[config.mk]
export PLATFORM = sky130hd
export DESIGN_NAME = rns_reverse_seq_flat
export DESIGN_NICKNAME = d
export VERILOG_FILES = /design/src/rtl/rns_reverse_seq_if.sv /design/src/rtl/rns_reverse_seq.sv /design/src/flat_wrapper.sv
export SDC_FILE = /design/constraint.sdc
export NUM_CORES = 1
export LEC_CHECK = 0
export BUFFER_PORTS_ARGS = -buffer_cell sky130_fd_sc_hd__buf_2
export CORE_AREA = 2 2 124 126
export DETAILED_ROUTE_END_ITERATION = 10
export DIE_AREA = 0 0 126 128
export PLACE_DENSITY = 0.86
export SETUP_SLACK_MARGIN = 0.02
export SLEW_MARGIN = 20
export SYNTH_ARGS = -nofsm -noshare
export SYNTH_HDL_FRONTEND = slang
export SYNTH_SLANG_ARGS = --single-unit
[constraint.sdc]
create_clock -name clk -period 4.5 [get_ports clk]
set_clock_uncertainty 0.05 [all_clocks]
set_input_delay 0.225 -clock clk [delete_from_list [all_inputs] [get_ports clk]]
set_output_delay 0.225 -clock clk [all_outputs]
set_load 0.1 [all_outputs]
[src/rtl/rns_reverse_seq_if.sv]
// Handshake bundle for the RNS reverse-converter sequencer: residue tuple in,
// reduced 28-bit binary result out, each over its own valid/ready pair.
interface rns_reverse_seq_if;
    logic        in_valid;
    logic        in_ready;
    logic [6:0]  r1;
    logic [7:0]  r2;
    logic [14:0] r3;
    logic [16:0] r4;
    logic        out_valid;
    logic        out_ready;
    logic [27:0] result;

    // Upstream/downstream side: offers tuples, consumes results.
    modport master (
        output in_valid, r1, r2, r3, r4, out_ready,
        input  in_ready, out_valid, result
    );

    // Sequencer side.
    modport slave (
        input  in_valid, r1, r2, r3, r4, out_ready,
        output in_ready, out_valid, result
    );
endinterface

[src/rtl/rns_reverse_seq.sv]
// Sequencer for the 4-channel RNS reverse converter (n=7, p=3). Holds a residue
// tuple on the converter inputs, captures the converter's carry-save pair and
// finishes the end-around-carry addition mod 2^28-1 on one 7-bit serial adder.
module rns_reverse_seq #(
    parameter int CHUNK_W = 7,
    parameter int NCHUNK  = 4
) (
    input  logic                        clk,
    input  logic                        rst_n,
    rns_reverse_seq_if.slave            bus,
    output logic [6:0]                  conv_r1,
    output logic [7:0]                  conv_r2,
    output logic [14:0]                 conv_r3,
    output logic [16:0]                 conv_r4,
    input  logic [CHUNK_W*NCHUNK-1:0]   conv_s,
    input  logic [CHUNK_W*NCHUNK-1:0]   conv_c,
    output logic                        busy
);
    localparam int W     = CHUNK_W * NCHUNK;
    localparam int IDX_W = (NCHUNK > 1) ? $clog2(NCHUNK) : 1;
    localparam logic [IDX_W-1:0] LAST_IDX = IDX_W'(NCHUNK - 1);

    typedef enum logic [2:0] {
        S_IDLE,
        S_CAPT,
        S_ADD,
        S_WRAP,
        S_DONE
    } state_t;

    state_t           state;
    logic [W-1:0]     s_reg;
    logic [W-1:0]     c_reg;
    logic [W-1:0]     acc;
    logic             cf;
    logic [IDX_W-1:0] idx;
    logic             in_ready_q;
    logic             out_valid_q;
    logic [W-1:0]     result_q;

    logic [CHUNK_W-1:0] s_chunk;
    logic [CHUNK_W-1:0] c_chunk;
    logic [CHUNK_W:0]   chunk_sum;
    logic [W-1:0]       wrap_sum;
    logic [W-1:0]       result_next;

    assign bus.in_ready  = in_ready_q;
    assign bus.out_valid = out_valid_q;
    assign bus.result    = result_q;

    // The single shared 7-bit slice adder plus the final carry fold and normalisation.
    // NOTE: every always_comb output gets a default first so no path can infer a latch.
    always_comb begin
        s_chunk     = '0;
        c_chunk     = '0;
        chunk_sum   = '0;
        wrap_sum    = '0;
        result_next = '0;
        s_chunk     = s_reg[idx*CHUNK_W +: CHUNK_W];
        c_chunk     = c_reg[idx*CHUNK_W +: CHUNK_W];
        chunk_sum   = {1'b0, s_chunk} + {1'b0, c_chunk} + {{CHUNK_W{1'b0}}, cf};
        // acc + cf cannot overflow: a set cf means acc <= 2^W-2.
        wrap_sum    = acc + {{(W-1){1'b0}}, cf};
        // All-ones is the redundant encoding of zero mod 2^W-1.
        result_next = (wrap_sum == {W{1'b1}}) ? '0 : wrap_sum;
    end

    // Control FSM and all datapath registers, with registered handshake outputs.
    // NOTE: state is written with non-blocking assignments so every register samples pre-edge values.
    always_ff @(posedge clk) begin
        // NOTE: reset is synchronous and clears every register, datapath included, so nothing in flight survives.
        if (!rst_n) begin
            state       <= S_IDLE;
            s_reg       <= '0;
            c_reg       <= '0;
            acc         <= '0;
            cf          <= 1'b0;
            idx         <= '0;
            in_ready_q  <= 1'b1;
            out_valid_q <= 1'b0;
            result_q    <= '0;
            busy        <= 1'b0;
            conv_r1     <= '0;
            conv_r2     <= '0;
            conv_r3     <= '0;
            conv_r4     <= '0;
        end else begin
            case (state)
                S_IDLE: begin
                    if (bus.in_valid) begin
                        conv_r1    <= bus.r1;
                        conv_r2    <= bus.r2;
                        conv_r3    <= bus.r3;
                        conv_r4    <= bus.r4;
                        in_ready_q <= 1'b0;
                        busy       <= 1'b1;
                        state      <= S_CAPT;
                    end
                end
                S_CAPT: begin
                    s_reg <= conv_s;
                    // The carry bit of weight 2^W folds back to weight 2^0.
                    c_reg <= {conv_c[W-2:0], conv_c[W-1]};
                    cf    <= 1'b0;
                    idx   <= '0;
                    state <= S_ADD;
                end
                S_ADD: begin
                    acc[idx*CHUNK_W +: CHUNK_W] <= chunk_sum[CHUNK_W-1:0];
                    cf <= chunk_sum[CHUNK_W];
                    if (idx == LAST_IDX) begin
                        state <= S_WRAP;
                    end else begin
                        idx <= idx + 1'b1;
                    end
                end
                S_WRAP: begin
                    result_q <= result_next;
                    state    <= S_DONE;
                end
                S_DONE: begin
                    // First DONE cycle presents the already-registered result.
                    if (!out_valid_q) begin
                        out_valid_q <= 1'b1;
                    end else if (bus.out_ready) begin
                        out_valid_q <= 1'b0;
                        in_ready_q  <= 1'b1;
                        busy        <= 1'b0;
                        state       <= S_IDLE;
                    end
                end
                default: begin
                    state <= S_IDLE;
                end
            endcase
        end
    end
endmodule

[src/flat_wrapper.sv]
// flat-port wrapper written by rule: the top's interface ports become plain ports
module rns_reverse_seq_flat 
#(
    parameter int CHUNK_W = 7,
    parameter int NCHUNK  = 4
)
  (clk, rst_n, conv_r1, conv_r2, conv_r3, conv_r4, conv_s, conv_c, busy, bus_in_valid, bus_r1, bus_r2, bus_r3, bus_r4, bus_out_ready, bus_in_ready, bus_out_valid, bus_result);
  rns_reverse_seq_if bus_i ();
  input  logic clk;
  input  logic rst_n;
  output logic [6:0] conv_r1;
  output logic [7:0] conv_r2;
  output logic [14:0] conv_r3;
  output logic [16:0] conv_r4;
  input  logic [CHUNK_W*NCHUNK-1:0] conv_s;
  input  logic [CHUNK_W*NCHUNK-1:0] conv_c;
  output logic busy;
  input wire logic [$bits(bus_i.in_valid)-1:0] bus_in_valid;
  input wire logic [$bits(bus_i.r1)-1:0] bus_r1;
  input wire logic [$bits(bus_i.r2)-1:0] bus_r2;
  input wire logic [$bits(bus_i.r3)-1:0] bus_r3;
  input wire logic [$bits(bus_i.r4)-1:0] bus_r4;
  input wire logic [$bits(bus_i.out_ready)-1:0] bus_out_ready;
  output wire logic [$bits(bus_i.in_ready)-1:0] bus_in_ready;
  output wire logic [$bits(bus_i.out_valid)-1:0] bus_out_valid;
  output wire logic [$bits(bus_i.result)-1:0] bus_result;
  assign bus_i.in_valid = bus_in_valid;
  assign bus_i.r1 = bus_r1;
  assign bus_i.r2 = bus_r2;
  assign bus_i.r3 = bus_r3;
  assign bus_i.r4 = bus_r4;
  assign bus_i.out_ready = bus_out_ready;
  assign bus_in_ready = bus_i.in_ready;
  assign bus_out_valid = bus_i.out_valid;
  assign bus_result = bus_i.result;
  rns_reverse_seq #(.CHUNK_W(CHUNK_W), .NCHUNK(NCHUNK)) u_core (.clk(clk), .rst_n(rst_n), .bus(bus_i), .conv_r1(conv_r1), .conv_r2(conv_r2), .conv_r3(conv_r3), .conv_r4(conv_r4), .conv_s(conv_s), .conv_c(conv_c), .busy(busy));
endmodule
Word-level counts from Yosys, hierarchy flattened
Cells that the tools add are included.
{"block": "word_totals", "register_bits": 168, "in_bits": 107, "output_inout_bits": 78}
{"block": "classes", "add_sub_neg": 5, "n_mul": 1, "eq_ne": 11, "n_shift": 4, "mux": 20, "n_reduce_logical": 7}
{"cell": "indexed part select 28 x 6 -> 7 bit", "n": 2}
{"cell": "negator 5 -> 34 bit", "n": 1}
{"cell": "variable shift 7 x 34 -> 28 bit, first input constant", "n": 1}
{"cell": "indexed part select 7 x 34 -> 28 bit", "n": 1}
{"cell": "adder 28 x 1 -> 28 bit", "n": 1}
{"cell": "bitwise mux 28 bit", "n": 1}
{"cell": "equality test 28 bit, second input constant", "n": 1}
{"cell": "two-way mux 28 bit", "n": 1}
{"cell": "one-hot mux 3 bit (5 select lines)", "n": 1}
{"cell": "two-way mux 3 bit", "n": 4}
{"cell": "adder 7 x 7 -> 8 bit", "n": 1}
{"cell": "adder 8 x 1 -> 8 bit", "n": 1}
{"cell": "two-way mux 1 bit", "n": 8}
{"cell": "AND reduction 4 bit", "n": 2}
{"cell": "equality test 3 x 2 -> 1 bit, second input constant", "n": 2}
{"cell": "!= test 2 bit, second input constant", "n": 3}
{"cell": "one-hot mux 1 bit (2 select lines)", "n": 3}
{"cell": "multiplier 2 x 3 -> 5 bit, second input constant", "n": 1}
{"cell": "!= test 2 x 1 -> 1 bit, second input constant", "n": 2}
{"cell": "one-hot mux 2 bit (2 select lines)", "n": 1}
{"cell": "AND reduction 2 bit", "n": 2}
{"cell": "nonzero test 2 bit", "n": 2}
{"cell": "equality test 3 x 1 -> 1 bit, second input constant", "n": 1}
{"cell": "equality test 3 bit, second input constant", "n": 1}
{"cell": "other kinds (4)", "n": 4}

Longest topological paths before layout
{"block": "depth", "depth_word": 6, "ltp_mapped": 12, "depth_no_buf": 10}

Worst setup path before layout
No wires, ideal clock.
{"block": "synth_path", "path_type": "register to register", "from": "register u_core.idx[0]", "to": "register u_core.acc[6]", "arrival_ns": 3.628, "setup_slack_ns": 0.695, "stages_incl_launch_ff": 13, "n_path_buf": 2, "path_cell_list": "dfxtp_1 clkbuf_1 buf_1 mux4_2 fa_1 inv_1 fa_1 nor2b_1 o21a_1 o2111a_1 a211oi_1 a2bb2oi_1 nor2_1"}
{"block": "synth_via", "elab_chain_len": 6}
{"element": "start, declared", "line_no": "rns_reverse_seq.sv:36", "text": "logic [IDX_W-1:0] idx;"}
{"element": "start signal, assigned", "line_no": "rns_reverse_seq.sv:114", "text": "idx <= idx + 1'b1;"}
{"element": "multiplier 2 x 3 -> 5 bit *", "line_no": "rns_reverse_seq.sv:59, rns_reverse_seq.sv:60, rns_reverse_seq.sv:109"}
{"element": "indexed part select 28 x 6 -> 7 bit (on tied branches)", "line_no": "rns_reverse_seq.sv:59, rns_reverse_seq.sv:60"}
{"element": "adder 7 x 7 -> 8 bit", "line_no": "rns_reverse_seq.sv:61", "text": "chunk_sum = {1'b0, s_chunk} + {1'b0, c_chunk} + {{CHUNK_W{1'b0}}, cf};"}
{"element": "adder 8 x 1 -> 8 bit", "line_no": "rns_reverse_seq.sv:61"}
{"element": "indexed part select 7 x 34 -> 28 bit", "line_no": "rns_reverse_seq.sv:109", "text": "acc[idx*CHUNK_W +: CHUNK_W] <= chunk_sum[CHUNK_W-1:0];"}
{"element": "bitwise mux 28 bit *", "line_no": "rns_reverse_seq.sv:109"}
{"element": "end signal, assigned by index", "line_no": "rns_reverse_seq.sv:109"}
{"element": "end, declared", "line_no": "rns_reverse_seq.sv:34", "text": "logic [W-1:0] acc;"}
Mark *: on every way between the ends. The rest lies on a longest branch, timed or not.
A chain may end at the register's enable or synchronous reset.

Worst setup path in the final report
Ends and elaborated chain as after synthesis.

==> results.yml <==
timing:
  layout_setup_ws_ns: 1.172
  tns_ns: 0
  max-slew-margin-rel_pct: 37.99
  whs_ns: 0.01477
  setup_violations: 0
  fin_crit_ns: 3.328
  fin_crit_sh_pct: 73.95
  rsz0062_at_grt: "no"
  tightest_slew_ns: 0.9301
  fmax_mhz: 300.5
  slew_viol_final: 0
  hold_viol: 0
cells_and_area:
  diodes: 0
  regArea_sq_mm: 0.003363
  multi_input_area_sq_mm: 0.003665
  drive_above_1_share_pct: 22.57
  final_cell_area_sq_mm: 0.009747
  nFillCells: 1130
  final_cells: 1322
  fin_util_pct: 65.57
  fin_nets: 1244
  area_growth_pct: 33.37
logic_synthesis:
  synth_area_sq_mm: 0.007308
  synth_fp_nets: 1008
  synth_compound_area_share_pct: 15.72
  synth_warnings: 0
  ys_seq_area_share_pct: 46.02
  synth_common_cells: "nand2_1 (270), dfxtp_1 (168), a21oi_1 (115)"
  ys_top_cells_by_area: "dfxtp_1 (46%), nand2_1 (14%), a21oi_1 (7.9%), mux4_2 (4.3%), nor2_1 (2.7%)"
  synth_top_area_share_pct: 46.02
  synth_edf_count: 0
  synth_fa_ha_area_share_pct: 2.945
  avgSynthCellArea_sq_um: 8.258
  yosysMostFrequentCell: "nand2_1"
  synth_xor_area_share_pct: 3.595
  synth_mux_area_share_pct: 4.451
  syn-instance-count: 885
  yosys.area_share.simple_pct: 23.27
  yosysTopAreaCell: "dfxtp_1"
  async_reset_ff_share_pct: 0
  ys.flop_type: "dfxtp_1"
  synth-seq-cells: 168
  synth_top_family_by_area: "simple AND/OR/NAND/NOR gates"
  ys_types: 57
die:
  fp.dieW_um: 126
  rows: 45
  initial_core_util_pct: 49.17
  core-area_sq_mm: 0.01486
  die_height_um: 128
  io_pins: 185
  dieArea_sq_mm: 0.01613
pwr:
  pwr_density_cell_mw_per_mm2: 395.4
  leakage_nw: 3.955
  total_power_mw: 3.854
  ir_worst_vdd_uv: 279.5
critical_path:
  cp_max_fo: 20
  reg2reg_from: "u_core.idx[0]"
  cpPeakStageDelay_ns: 0.55
  cp_data_required_time_ns: 4.73
  cp_num_buf_inv: 1
  crit_end: "u_core.acc[6]"
  arrival_ns: 3.56
  reg2reg_depth: 9
  timing.critical_path.cells: "buf_4 > mux4_2 > ha_1 > nor2b_1 > o21a_1 > o2111a_1 > a211oi_1 > a2bb2oi_1 > nor2_1"
  r2r-end: "u_core.acc[6]"
  worstSetupStartpointType: "flip-flop"
  reg2reg_slack_ns: 1.17
  cp.depth: 9
  cp_slowest_cell: "mux4_2"
  worstSetupStartpoint: "u_core.idx[0]"
  critPathTopFamily: "compound AO/OA/AOI/OAI gates"
  critPathKind: "reg2reg"
  cp-end-kind: "flip-flop"
clock_network:
  cts_buffers: 17
  htree_levels: 4
  clockRootBuffer: "clkbuf_16"
  clock-sinks: 168
  clkLatencyLatePin_ns: 0.43
  cts_buffer_depth: 2
  clkSlewWorstSetupHoldPaths_ns: 0.07
  cts_tree: "yes"
route:
  drt_iter0_drc: 623
  drt-total-wl_um: 20950
  num_vias: 7231
  drc: 0
  firstDrtPassIters: 5
  routed_via_density: 5.470
  drt-wirelength-per-cell_um: 15.85
  ant_nets: 0
run_status:
  status: "completed"
global_route:
  track_usage_pct: 25.92
  grt_pass1_wl_um: 33890
  antenna_found_initial: 1
  overflow: 0
  grt_start_max_net_pins: 80
  grt_pass1_vias: 7084
job:
  cap_violations: 0
placement:
  post-place-ws_ns: 1.256
  place_hpwl_um: 12800
  io_buffers: 184
  place_area_sq_mm: 0.008285
  dp.cells: 1208
  finalWeightedCongestion: 0.8793
hold_path:
  worstHoldPathType: "in2reg"
## logic make-up after synthesis
kind of cell,Yosys count
AO/OA/AOI/OAI,188
adder cells (fa/ha/maj),16
buffers and inverters,69
multiplexers,15
AND/OR/NAND/NOR,399
XOR/XNOR,30
flip-flops,168
## worst register-to-register path: stages, from the launching register on
cell and delay [ns]:
dfxtp_1 0.44, buf_4 0.36, mux4_2 0.56, ha_1 0.36, nor2b_1 0.15, o21a_1 0.19, o2111a_1 0.24, a211oi_1 0.52
a2bb2oi_1 0.25, nor2_1 0.06
## power by group
group / switching (mW) / leakage [nW] / total [mW] / internal [mW]
Combinational: 0.499 / 2.28 / 0.702 / 0.202
Clock: 0.651 / 0.310 / 1.55 / 0.900
Sequential: 0.0455 / 1.37 / 1.60 / 1.56
## how the worst min path moves through the flow
stage / cells after the start / to / slack (ns) / start
after global placement: 1 / u_core.bus.in_ready / 0.38 / u_core.bus.in_ready
after global routing: 3 / u_core.conv_r2[2] / 0.01 / bus_r2[2]
after CTS: 3 / u_core.s_reg[10] / 0.0005 / conv_s[10]
after floorplan: 2 / u_core.c_reg[0] / 0.31 / conv_c[27]
after detailed placement: 2 / u_core.bus.result[3] / 0.38 / u_core.bus.result[3]
final: 3 / u_core.c_reg[8] / 0.01 / conv_c[7]
## layer usage
layer / vias up / GRT usage [%] / routed length (um)
li1: 3489 / - / -
met1: 3317 / 30.59 / 8431
met2: 345 / 44.12 / 10290
met3: 78 / 6.344 / 1432
met4: 2 / 13.06 / 780
met5: - / 0 / 13
## cell usage in the layout (no fill, tap or decap), drive strengths merged, types with 4 or more instances in the layout
cell / count
nor3: 11
dlygate4sd3: 82
xnor2: 17
a21oi: 115
nand4: 15
inv: 19
dfxtp: 168
xor2: 13
nand2: 270
nand3: 18
clkbuf: 17
o31ai: 19
and2: 4
or3: 4
ha: 14
a2bb2oi: 5
a22oi: 16
clkinv: 5
buf: 191
nor2: 52
mux4: 14
nor4: 5
nand2b: 5
o21ai: 16
## what timing repair did
| item | CTS | global route |
|---|---|---|
| hold buffers | 81 | 1 |
| endpoints found under the hold margin | 81 | 1 |
| buffers inserted | 0 | 0 |
| gates resized for setup | 0 | 0 |
## cell type report
| type | count | area share (%) |
|---|---|---|
| Clock buffer | 17 | 4.365 |
| Tap cell | 188 | 2.413 |
| Inverter | 13 | 0.5263 |
| Multi-Input combinational cell | 648 | 37.60 |
| Clock inverter | 15 | 2.182 |
| Sequential cell | 168 | 34.51 |
| Timing Repair Buffer | 273 | 18.41 |
No activity file was read; power rests on OpenSTA's default activity.
